## config.mk

```make
export PLATFORM = sky130hd
export DESIGN_NAME = f_fetch_stage_flat
export DESIGN_NICKNAME = d
export VERILOG_FILES = /design/src/rtl/f_fetch_stage_if.sv /design/src/rtl/f_fetch_stage.sv /design/src/flat_wrapper.sv
export SDC_FILE = /design/constraint.sdc
export NUM_CORES = 1
export LEC_CHECK = 0
export ABC_AREA = 1
export CAP_MARGIN = 30
export CORE_ASPECT_RATIO = 0.7
export CORE_MARGIN = 3
export CORE_UTILIZATION = 35
export CTS_BUF_LIST = sky130_fd_sc_hd__clkbuf_4 sky130_fd_sc_hd__clkbuf_8
export CTS_CLUSTER_SIZE = 16
export DETAILED_ROUTE_END_ITERATION = 10
export PLACE_DENSITY_LB_ADDON = 0.1
export SYNTH_ARGS = -nofsm -noshare
export SYNTH_HDL_FRONTEND = slang
export SYNTH_SLANG_ARGS = --single-unit
```

## constraint.sdc

```tcl
create_clock -name clk -period 2.8 [get_ports clk]
set_clock_uncertainty 0.1 [all_clocks]
set_input_delay 0.84 -clock clk [delete_from_list [all_inputs] [get_ports clk]]
set_output_delay 0.84 -clock clk [all_outputs]
set_load 0.05 [all_outputs]
```

## src/rtl/f_fetch_stage_if.sv

```systemverilog
// Instruction-memory port and F-side outputs feeding the F/D pipeline register.
// The master modport belongs to the fetch stage. The slave modport belongs to the memory and F/D side.
interface f_fetch_stage_if;
    logic [31:0] i_inst_addr;
    logic [31:0] i_inst_rdata;
    logic [31:0] instr_F;
    logic [31:0] PC_F;
    logic [4:0]  F_excCode;
    logic        bd_F;

    modport master (
        output i_inst_addr,
        output instr_F,
        output PC_F,
        output F_excCode,
        output bd_F,
        input  i_inst_rdata
    );

    modport slave (
        input  i_inst_addr,
        input  instr_F,
        input  PC_F,
        input  F_excCode,
        input  bd_F,
        output i_inst_rdata
    );
endinterface

```

## src/rtl/f_fetch_stage.sv

```systemverilog
// Fetch stage that owns the architectural PC and selects the next fetch address.
// It also flags fetch address errors and squashes the word that follows an eret.
module f_fetch_stage #(
    parameter logic [31:0] PC_RESET   = 32'h0000_3000,
    parameter logic [31:0] HANDLER_PC = 32'h0000_4180,
    parameter logic [31:0] IM_LO      = 32'h0000_3000,
    parameter logic [31:0] IM_HI      = 32'h0000_6FFC,
    parameter logic [4:0]  EXC_ADEL   = 5'd4
) (
    input  logic            clk,
    input  logic            reset,
    input  logic            F_en,
    input  logic            req,
    input  logic            D_eret,
    input  logic [31:0]     EPC,
    input  logic            D_jump,
    input  logic            D_taken,
    input  logic [31:0]     D_target,
    f_fetch_stage_if.master fif
);

    typedef enum logic [2:0] {
        SRC_HANDLER,
        SRC_EPC,
        SRC_HOLD,
        SRC_TARGET,
        SRC_SEQ
    } pc_src_e;

    logic [31:0] pc_r;
    logic [31:0] pc_next;
    logic        eret_pend;
    logic        eret_pend_next;
    pc_src_e     pc_src;
    logic        adel;
    logic        squash;

    // The order of these checks is the next-PC priority. A CP0 flush overrides a stall.
    always_comb begin
        if (req)                pc_src = SRC_HANDLER;
        else if (D_eret && F_en) pc_src = SRC_EPC;
        else if (!F_en)         pc_src = SRC_HOLD;
        else if (D_taken)       pc_src = SRC_TARGET;
        else                    pc_src = SRC_SEQ;
    end

    always_comb begin
        // NOTE: both outputs get a default first, so no path through this block can infer a latch.
        pc_next        = pc_r + 32'd4;
        eret_pend_next = 1'b0;
        unique case (pc_src)
            SRC_HANDLER: pc_next = HANDLER_PC;
            SRC_EPC:     pc_next = EPC;
            SRC_HOLD: begin
                pc_next        = pc_r;
                eret_pend_next = D_eret;
            end
            SRC_TARGET:  pc_next = D_target;
            SRC_SEQ:     pc_next = pc_r + 32'd4;
            default:     pc_next = pc_r + 32'd4;
        endcase
    end

    // NOTE: state registers use non-blocking assignments so every flop samples values from before the edge.
    always_ff @(posedge clk or negedge reset) begin
        if (!reset) begin
            pc_r      <= PC_RESET;
            eret_pend <= 1'b0;
        end else begin
            pc_r      <= pc_next;
            eret_pend <= eret_pend_next;
        end
    end

    assign adel   = (pc_r[1:0] != 2'b00) || (pc_r < IM_LO) || (pc_r > IM_HI);
    // The word behind an eret is never issued. That includes any exception it would raise.
    assign squash = D_eret || eret_pend;

    always_comb begin
        fif.i_inst_addr = pc_r;
        fif.PC_F        = pc_r;
        fif.instr_F     = (squash || adel) ? 32'h0 : fif.i_inst_rdata;
        fif.F_excCode   = (!squash && adel) ? EXC_ADEL : 5'd0;
        fif.bd_F        = D_jump && !D_eret && !eret_pend;
    end

endmodule

```

## src/flat_wrapper.sv

```systemverilog
// flat-port wrapper written by rule: the top's interface ports become plain ports
module f_fetch_stage_flat 
#(
    parameter logic [31:0] PC_RESET   = 32'h0000_3000,
    parameter logic [31:0] HANDLER_PC = 32'h0000_4180,
    parameter logic [31:0] IM_LO      = 32'h0000_3000,
    parameter logic [31:0] IM_HI      = 32'h0000_6FFC,
    parameter logic [4:0]  EXC_ADEL   = 5'd4
)
  (clk, reset, F_en, req, D_eret, EPC, D_jump, D_taken, D_target, fif_i_inst_addr, fif_instr_F, fif_PC_F, fif_F_excCode, fif_bd_F, fif_i_inst_rdata);
  f_fetch_stage_if fif_i ();
  input  logic clk;
  input  logic reset;
  input  logic F_en;
  input  logic req;
  input  logic D_eret;
  input  logic [31:0] EPC;
  input  logic D_jump;
  input  logic D_taken;
  input  logic [31:0] D_target;
  output wire logic [$bits(fif_i.i_inst_addr)-1:0] fif_i_inst_addr;
  output wire logic [$bits(fif_i.instr_F)-1:0] fif_instr_F;
  output wire logic [$bits(fif_i.PC_F)-1:0] fif_PC_F;
  output wire logic [$bits(fif_i.F_excCode)-1:0] fif_F_excCode;
  output wire logic [$bits(fif_i.bd_F)-1:0] fif_bd_F;
  input wire logic [$bits(fif_i.i_inst_rdata)-1:0] fif_i_inst_rdata;
  assign fif_i_inst_addr = fif_i.i_inst_addr;
  assign fif_instr_F = fif_i.instr_F;
  assign fif_PC_F = fif_i.PC_F;
  assign fif_F_excCode = fif_i.F_excCode;
  assign fif_bd_F = fif_i.bd_F;
  assign fif_i.i_inst_rdata = fif_i_inst_rdata;
  f_fetch_stage #(.PC_RESET(PC_RESET), .HANDLER_PC(HANDLER_PC), .IM_LO(IM_LO), .IM_HI(IM_HI), .EXC_ADEL(EXC_ADEL)) u_core (.clk(clk), .reset(reset), .F_en(F_en), .req(req), .D_eret(D_eret), .EPC(EPC), .D_jump(D_jump), .D_taken(D_taken), .D_target(D_target), .fif(fif_i));
endmodule
```

==> results of run 1 <==
==> layout by cell type, fill, tap and decap left out, types with 2 or more instances in the layout <==
master,netlist,routed
clkdlybuf4s50_1,0,163
nand2_2,2,3
o211ai_1,2,2
dfstp_2,2,2
clkbuf_8,0,5
nor2_2,32,5
conb_1,1,4
o21ai_1,6,6
a21oi_1,19,19
buf_6,6,4
o21ai_0,12,12
nand4_1,5,5
inv_2,4,8
nand2_1,209,208
inv_1,67,63
nand3_1,31,31
nor2_4,3,35
dfrtp_1,31,31
clkinv_2,0,2
nor2_1,86,81
xor2_1,5,5
buf_4,38,38
buf_12,0,41
a31oi_1,8,8
==> sequential cells by signal (all words and copies together), names as in the netlist <==
register	flops
u_core.eret_pend	1
u_core.fif.PC_F	32
==> final cells by class <==
type / count / area (sq um) / area share (%)
clock buffer: 6 / 76.3 / 1.20
clock inverter: 2 / 10.0 / 0.158
inverter: 71 / 267 / 4.19
multi-input combinational: 438 / 2170 / 34.2
sequential: 33 / 828 / 13.0
tap: 124 / 155 / 2.44
timing repair buffer: 249 / 2850 / 44.8
==> routing by layer <==
| metal | global-route usage (%) | vias up | part of all wire [%] |
|---|---|---|---|
| li1 | - | 2191 | - |
| met1 | 34.6 | 1993 | 44 |
| met2 | 39.6 | 196 | 47 |
| met3 | 3.58 | 4 | 7.9 |
| met4 | 2.76 | 0 | 0.32 |
| met5 | 0 | - | 0 |
==> metrics by stage <==
| step | total power (uW) | area (sq um) | hold WS [ns] | TNS, ns |
|---|---|---|---|---|
| 2_1_floorplan | 1490 | 3650 | 0.444 | -0.542 |
| 3_3_place_gp | 1990 | 6090 | 0.442 | -11.01 |
| 3_5_place_dp | 2000 | 6090 | 0.448 | -11.50 |
| 4_1_cts | 2380 | 6310 | 0.462 | -4.22 |
| 5_1_grt | 2490 | 6350 | 0.486 | -5.79 |
| 6_report | 2380 | 6350 | 0.455 | -3.68 |
==> cell usage after synthesis (2+ instances only) <==
library cell	n
buf_2	11
buf_6	6
nand3_1	31
nor2_1	86
inv_2	4
nor2_4	3
nand2_2	2
nor2_2	32
buf_4	38
dfrtp_1	31
dfstp_2	2
xor2_1	5
o21ai_1	6
nand2_1	209
o21ai_0	12
nand4_1	5
o211ai_1	2
a21oi_1	19
inv_1	67
a31oi_1	8
nor3_1	2
==> worst max path at each step <==
stage / from / endpoint
finish: u_core.fif.PC_F[19] / fif_instr_F[24]
global route: u_core.fif.PC_F[18] / fif_instr_F[24]
CTS: u_core.fif.PC_F[20] / fif_instr_F[4]
detailed placement: D_eret / fif_instr_F[4]
global placement: D_eret / fif_instr_F[3]
floorplan: u_core.fif.PC_F[18] / fif_instr_F[0]
==> what timing repair did <==
| action | 4_1_cts | 5_1_grt |
|---|---|---|
| buffers inserted | 6 | 3 |
| endpoints found under the setup margin | 34 | 33 |
| gates cloned | 2 | 1 |
| pin swaps | 5 | 6 |
| gates resized for setup | 17 | 7 |
==> critical path: stages (launching register included) <==
cell	delay [ns]
dfrtp_1	0.40
or2_4	0.25
nor4_4	0.20
buf_4	0.18
nand4_4	0.10
buf_6	0.17
clkbuf_16	0.16
nor2_4	0.11
buf_12	0.14
==> kinds of logic (layout without fill, tap and decap cells) <==
group	count (synthesis)	count (layout)
xor+xnor	6	6
flops	33	33
simple gates	375	375
buf+inv	127	328
compound gates	52	52
other cells	1	4
fa+ha+maj	1	1
==> power groups by stage <==
stage	Combinational (uW)	Sequential (uW)	Clock, uW
final	1400	617	370
after global placement	1370	619	0
after detailed placement	1380	623	0
after CTS	1390	616	370
after floorplan	623	863	0
after global routing	1480	627	386
==> impl_metrics.yaml, run 1 <==
status:
  outcome: "finished, violations left"
  failed_checks: "negative setup slack"
clocking:
  insertion_delay_ns: 0.29
  cts.sinks: 33
  clkTransAtPathRegs_ns: 0.08
  max-clock-path-buffers: 2
  h-tree-depth: 2
  ctsHoldBuffers: 0
  cts_root_buf: "clkbuf_8"
  cts_buffers: 5
  tritoncts: "yes"
setup_path:
  ff2ff_setup_slack_ns: 0.62
  cp_max_fo: 5
  cp.arrival_ns: 2.01
  reg2reg_from: "u_core.fif.PC_F[2]"
  start_kind: "flop"
  r2r-end: "u_core.fif.PC_F[14]"
  setup.worst_path.end_class: "primary output"
  required_ns: 1.86
  rr_worst_depth: 8
  path_class: "flop to primary output"
synthesis:
  ys_warn_count: 0
  synth-seq-area-share_pct: 23.8
  synthTopCellsByArea: "nand2_1, dfrtp_1, nor2_1"
  synth-compound-area-share_pct: 8.40
  synth_fa_ha_area_share_pct: 0.359
  synth_top_family_by_area: "simple AND/OR/NAND/NOR gates"
  ys.flop_type: "dfrtp_1"
  synth-seq-cells: 33
  syn_avg_cell_area_sq_um: 5.86
  async_flop_share_pct: 100
  synth_simple_gate_area_share_pct: 46.4
  synth_cell_types: 35
  synth_area_sq_um: 3490
  synthCells: 595
  synth_top_area_cell: "nand2_1"
  synth-edff-count: 0
  synth_xor_area_share_pct: 1.51
  muxShareOfSynthArea_pct: 0
  synth_top_area_share_pct: 22.5
die:
  start_util_pct: 37.2
  core_sq_um: 9360
  die_h_um: 89.5
  num_rows: 29
  dieArea_sq_um: 11200
  ios: 205
  dieWidth_um: 125
timing:
  rsz0062_at_grt: "true"
  tightest_slew_ns: 0.541
  max_freq_mhz: 339
  period_share_pct: 105
  drv_slew: 0
  setup_viol_count_final: 31
  relSlewSlack_pct: 63.5
  setup_slack_ns: -0.149
  final_hold_viol_count: 0
  min_period_ns: 2.95
finish:
  antenna_cells: 0
  layoutNonFillerInstCount: 923
  fillerInstances: 797
  drive_above_1_share_pct: 19.1
  syn_to_final_growth_pct: 82.3
  num-nets-final: 902
  post-route-util_pct: 67.9
routing:
  drt_wl_total_um: 13900
  final_antenna_net_count: 0
  wl_per_cell_um: 15.1
  remaining_drc_errors: 0
  firstDrtPassIters: 5
  vias: 4384
  drt_iter0_drc: 331
  vias_per_cell: 4.75
power:
  switching_share_pct: 47.5
  pwr-share-seq_pct: 25.9
  peakVddDrop_mv: 0.265
  clockPowerShare_pct: 15.5
  power.internal_uw: 1250
  power_switching_uw: 1130
  cellLeakagePower_uw: 0.00280
  pwr_density_cell_nw_per_um2: 375
  p_comb_share_pct: 58.6
worst_hold_path:
  hp-class: "flop to flop"
  min_from: "u_core.fif.PC_F[20]"
  min_to: "u_core.fif.PC_F[20]"
  holdPathStages: 2
global_route:
  grt_first_pass_wirelength_um: 21600
  grt_pass1_vias: 4221
  track_usage_pct: 24.0
  antenna_found_initial: 0
  overflow: 0
  grt_max_degree: 34
placed_design:
  portBuffers: 200
  dp_slack_ns: -0.399
  dpl.cell_count: 904
  globalplace.congestion: 0.906
  dp_hpwl_um: 11600
job:
  cap_violations: 0
No activity file was read; power rests on OpenSTA's default activity.
==> run 2: changes to the inputs <==
==> constraint.sdc (replaced) <==
create_clock -name clk -period 2.8 [get_ports clk]
set_clock_uncertainty 0.1 [all_clocks]
set_input_delay 0.28 -clock clk [delete_from_list [all_inputs] [get_ports clk]]
set_output_delay 0.28 -clock clk [all_outputs]
set_load 0.05 [all_outputs]
==> impl_metrics.yaml, run 2 (synthesis results as in run 1) <==
placed_design:
  dp_slack_ns: 0.335
  place_area_sq_um: 5650
  portBuffers: 200
  dp_hpwl_um: 10900
  globalplace.congestion: 0.953
  dpl.cell_count: 877
setup_path:
  ff2ff_setup_slack_ns: 0.82
  path_class: "flop to primary output"
  start_kind: "flop"
  required_ns: 2.42
  crit_path_end: "fif_instr_F[4]"
  cp_max_fo: 20
  cp.arrival_ns: 2.18
  setup.worst_path.end_class: "primary output"
  reg2reg_from: "u_core.fif.PC_F[2]"
  r2r-end: "u_core.fif.PC_F[20]"
  setup.worst_path.start: "u_core.fif.PC_F[20]"
  rr_worst_depth: 10
timing:
  final_hold_viol_count: 0
  whs_ns: 0.306
  rsz0062_at_grt: "false"
  drv_slew: 0
  period_share_pct: 91.5
  tns_ns: 0
  max_freq_mhz: 390
  setup_slack_ns: 0.238
  tightest_slew_ns: 0.595
  relSlewSlack_pct: 59.9
  setup_viol_count_final: 0
  min_period_ns: 2.56
clocking:
  max-clock-path-buffers: 2
  cts.repair.resized: 0
  tritoncts: "yes"
  cts_root_buf: "clkbuf_8"
  insertion_delay_ns: 0.29
  ctsHoldBuffers: 0
  cts.sinks: 33
  h-tree-depth: 2
  clkTransAtPathRegs_ns: 0.07
  cts_setup_buffers: 0
  cts_buffers: 5
routing:
  drt_wl_total_um: 13200
  vias_per_cell: 4.80
  wl_per_cell_um: 14.9
  remaining_drc_errors: 0
  final_antenna_net_count: 0
  drt_iter0_drc: 446
  firstDrtPassIters: 4
  vias: 4266
finish:
  fillerInstances: 862
  final_cell_mix: "nand2_1, clkdlybuf4s50_1, nor2_1"
  syn_to_final_growth_pct: 65.6
  largest_register_ffs: 32
  num-nets-final: 868
  drive_above_1_share_pct: 13.7
  layoutNonFillerInstCount: 889
  final_common_cell: "nand2_1"
  final_area_sq_um: 5770
  antenna_cells: 0
die:
  die_h_um: 89.5
  start_util_pct: 37.2
  num_rows: 29
  ios: 205
  dieArea_sq_um: 11200
  core_sq_um: 9360
  dieWidth_um: 125
global_route:
  grt_pass1_vias: 3971
  grt_first_pass_wirelength_um: 20200
  overflow: 0
  grt_max_degree: 34
  antenna_found_initial: 0
  track_usage_pct: 22.5
worst_hold_path:
  hp-class: "input port to asynchronous set/reset pin"
power:
  peakVddDrop_mv: 0.232
  pwr_density_cell_nw_per_um2: 399
  cellLeakagePower_uw: 0.00256
status:
  outcome: "finished clean"
job:
  cap_violations: 0
==> run 2: cell types whose count changed in the layout (fill, tap and decap cells not counted), moves of 4 or more <==
cell	delta
buf_12	-9
buf_4	-22
buf_6	-4
clkdlybuf4s50_1	+4
inv_1	+4
inv_2	-4
nor2_1	+4
nor2_2	+28
nor2_4	-32
==> run 2: final cells by class <==
cell class                      instances  area [sq um]  share of cell area, %
Tap cell                              124           155                   2.69
Inverter                               71           267                   4.62
Sequential cell                        33           828                   14.3
Multi-Input combinational cell        438          1990                   34.5
Timing Repair Buffer                  215          2430                   42.1
Clock buffer                            8          97.6                   1.69
==> run 2: critical path: stages, from the launching register on <==
cell and delay (ns):
dfrtp_1 0.45, inv_1 0.12, nand4_1 0.16, nor4_4 0.33, nand4_4 0.20, buf_4 0.28, nor2_2 0.18, buf_12 0.16
==> run 2: routing by layer <==
layer / share of wire, % / vias to the layer above / routed length, um / global-route usage (%)
met5: 0 / - / 0 / 0
met2: 45 / 198 / 5920 / 34.9
met3: 7.5 / 13 / 996 / 3.82
met1: 47 / 1933 / 6200 / 33.4
met4: 0.90 / 0 / 119 / 3.74
li1: - / 2122 / - / -
==> run 2: stage by stage <==
| stage | util, % | total power (uW) |
|---|---|---|
| floorplan | - | 1480 |
| global placement | 60.3 | 1900 |
| detailed placement | 60.3 | 1910 |
| CTS | 61.3 | 2310 |
| global route | 61.7 | 2410 |
| finish | 61.7 | 2300 |
==> run 2: how the worst min path moves through the flow <==
stage,from,endpoint,depth (start not counted)
3_3_place_gp,u_core.fif.PC_F[0],u_core.fif.PC_F[0],2
4_1_cts,reset,u_core.fif.PC_F[20],2
2_1_floorplan,reset,u_core.eret_pend,0
3_5_place_dp,u_core.fif.PC_F[0],u_core.fif.PC_F[0],2
5_1_grt,reset,u_core.fif.PC_F[20],2
6_report,reset,u_core.fif.PC_F[20],2
==> run 2: power by group <==
group	total (uW)	switching [uW]	internal, uW
Combinational	1240	791	451
Sequential	658	115	543
Clock	403	183	220
==> run 3: changes to the inputs <==
--- a/config.mk
+++ b/config.mk
@@ -10,7 +10,7 @@
 export CORE_ASPECT_RATIO = 0.7
 export CORE_MARGIN = 3
 export CORE_UTILIZATION = 35
-export CTS_BUF_LIST = sky130_fd_sc_hd__clkbuf_4 sky130_fd_sc_hd__clkbuf_8
+export CTS_BUF_LIST = sky130_fd_sc_hd__clkbuf_4
 export CTS_CLUSTER_SIZE = 16
 export DETAILED_ROUTE_END_ITERATION = 10
 export PLACE_DENSITY_LB_ADDON = 0.1
==> constraint.sdc (replaced) <==
create_clock -name clk -period 3.2 [get_ports clk]
set_clock_uncertainty 0.1 [all_clocks]
set_input_delay 0.32 -clock clk [delete_from_list [all_inputs] [get_ports clk]]
set_output_delay 0.32 -clock clk [all_outputs]
set_load 0.05 [all_outputs]
==> impl_metrics.yaml, run 3 (synthesis results as in run 1) <==
routing:
  wl_per_cell_um: 14.8
  drt_iter0_drc: 378
  vias_per_cell: 4.78
  final_antenna_net_count: 0
  firstDrtPassIters: 5
  drt_wl_total_um: 13000
  remaining_drc_errors: 0
  vias: 4203
timing:
  tns_ns: 0
  min_period_ns: 2.78
  final_hold_viol_count: 0
  max_freq_mhz: 359
  relSlewSlack_pct: 63.7
  rsz0062_at_grt: "false"
  drv_slew: 0
  setup_viol_count_final: 0
  tightest_slew_ns: 0.543
  period_share_pct: 86.9
finish:
  multi_input_area_sq_um: 1990
  syn_to_final_growth_pct: 62.5
  largest_register_ffs: 32
  register_area_sq_um: 828
  fillerInstances: 880
  final_common_cell: "nand2_1"
  num-nets-final: 859
  final_cell_mix: "nand2_1, clkdlybuf4s50_1, nor2_1"
  antenna_cells: 0
  drive_above_1_share_pct: 12.6
die:
  ios: 205
  start_util_pct: 37.2
  core_sq_um: 9360
  dieWidth_um: 125
  num_rows: 29
  dieArea_sq_um: 11200
  die_h_um: 89.5
setup_path:
  rr_worst_depth: 10
  setup.worst_path.end_class: "primary output"
  slowest_delay_ns: 0.74
  cp.arrival_ns: 2.36
  cpMaxStageDelayCell: "clkdlybuf4s50_1"
  start_kind: "flop"
  cp_max_fo: 8
  required_ns: 2.78
  path_cells: "or2_1 > nor4_4 > a31oi_1 > clkdlybuf4s50_1"
  path_class: "flop to primary output"
global_route:
  track_usage_pct: 22.1
  antenna_found_initial: 0
  grt.busiest_layer: "met2"
  grt_use_met3_pct: 4.54
  grt_pass1_vias: 3801
  overflow: 0
  grt_max_degree: 34
  grt.met2_usage_pct: 33.7
  grt_first_pass_wirelength_um: 19800
  grtUsageMet1_pct: 32.6
clocking:
  clkTransAtPathRegs_ns: 0.12
  cts_root_buf: "clkbuf_4"
  cts_buffers: 5
  insertion_delay_ns: 0.35
  cts.repair.resized: 0
  ctsHoldBuffers: 0
  max-clock-path-buffers: 2
  cts_setup_buffers: 0
  h-tree-depth: 2
  tritoncts: "yes"
  cts.sinks: 33
power:
  pwr_density_cell_nw_per_um2: 336
  cellLeakagePower_uw: 0.00250
  peakVddDrop_mv: 0.219
  total_power_uw: 1900
status:
  outcome: "finished clean"
placed_design:
  globalplace.congestion: 0.893
  portBuffers: 200
  dp_hpwl_um: 10600
worst_hold_path:
  hp-class: "input port to asynchronous set/reset pin"
job:
  cap_violations: 0
run 3: changes by cell type in the layout (fill, tap and decap cells not counted), sizes merged:
cell / previous run / this run
clkinv: 0 / 2
buf: 48 / 38
clkbuf: 8 / 6
clkdlybuf4s50: 167 / 168
run 3: area by class of cell:
cell class | count | share of cell area [%]
clock buffers | 6 | 0.795
clock inverters | 2 | 0.177
inverters | 71 | 4.70
multi-input cells | 438 | 35.2
flip-flops and latches | 33 | 14.6
well taps | 124 | 2.74
repair buffers | 206 | 41.8
run 3: stage by stage:
step | setup slack (ns) | instances | hold WS (ns) | instance area (sq um) | util, %
detailed placement | 0.537 | 872 | 0.451 | 5610 | 59.9
floorplan | 0.732 | 598 | -0.0756 | 3500 | -
global route | 0.313 | 880 | 0.307 | 5670 | 60.5
global placement | 0.557 | 872 | 0.432 | 5610 | 59.9
CTS | 0.425 | 880 | 0.294 | 5670 | 60.5
finish | 0.418 | 880 | 0.267 | 5670 | 60.5
run 3: worst max-delay path, delay by kind of cell (launching register included):
kind / cells / cell delay, ns
buf+inv: 1 / 0.74
simple gates: 2 / 0.64
compound gates: 1 / 0.14
flops: 1 / 0.48
run 3: worst paths after layout:
kind,start,to,slack [ns]
worst max-delay path,u_core.fif.PC_F[19],fif_F_excCode[2],0.42
worst min-delay path,reset,u_core.fif.PC_F[14],0.27
worst max register to register,u_core.fif.PC_F[2],u_core.fif.PC_F[22],1.20
worst min register to register,u_core.fif.PC_F[13],u_core.fif.PC_F[13],0.48
max in group asynchronous,reset,u_core.fif.PC_F[13],2.35
min in group clk,D_target[0],u_core.fif.PC_F[0],0.43
run 3: routing by layer:
layer | vias to the layer above | share of wire [%]
met5 | - | 0
li1 | 2100 | -
met1 | 1895 | 46
met4 | 0 | 0.50
met2 | 201 | 44
met3 | 7 | 9.0
run 3: power breakdown:
part | total (uW) | internal (uW) | switching, uW | leakage, uW
clock network | 252 | 92.3 | 160 | 0.0000354
registers | 589 | 474 | 115 | 0.000413
logic | 1060 | 386 | 677 | 0.00205
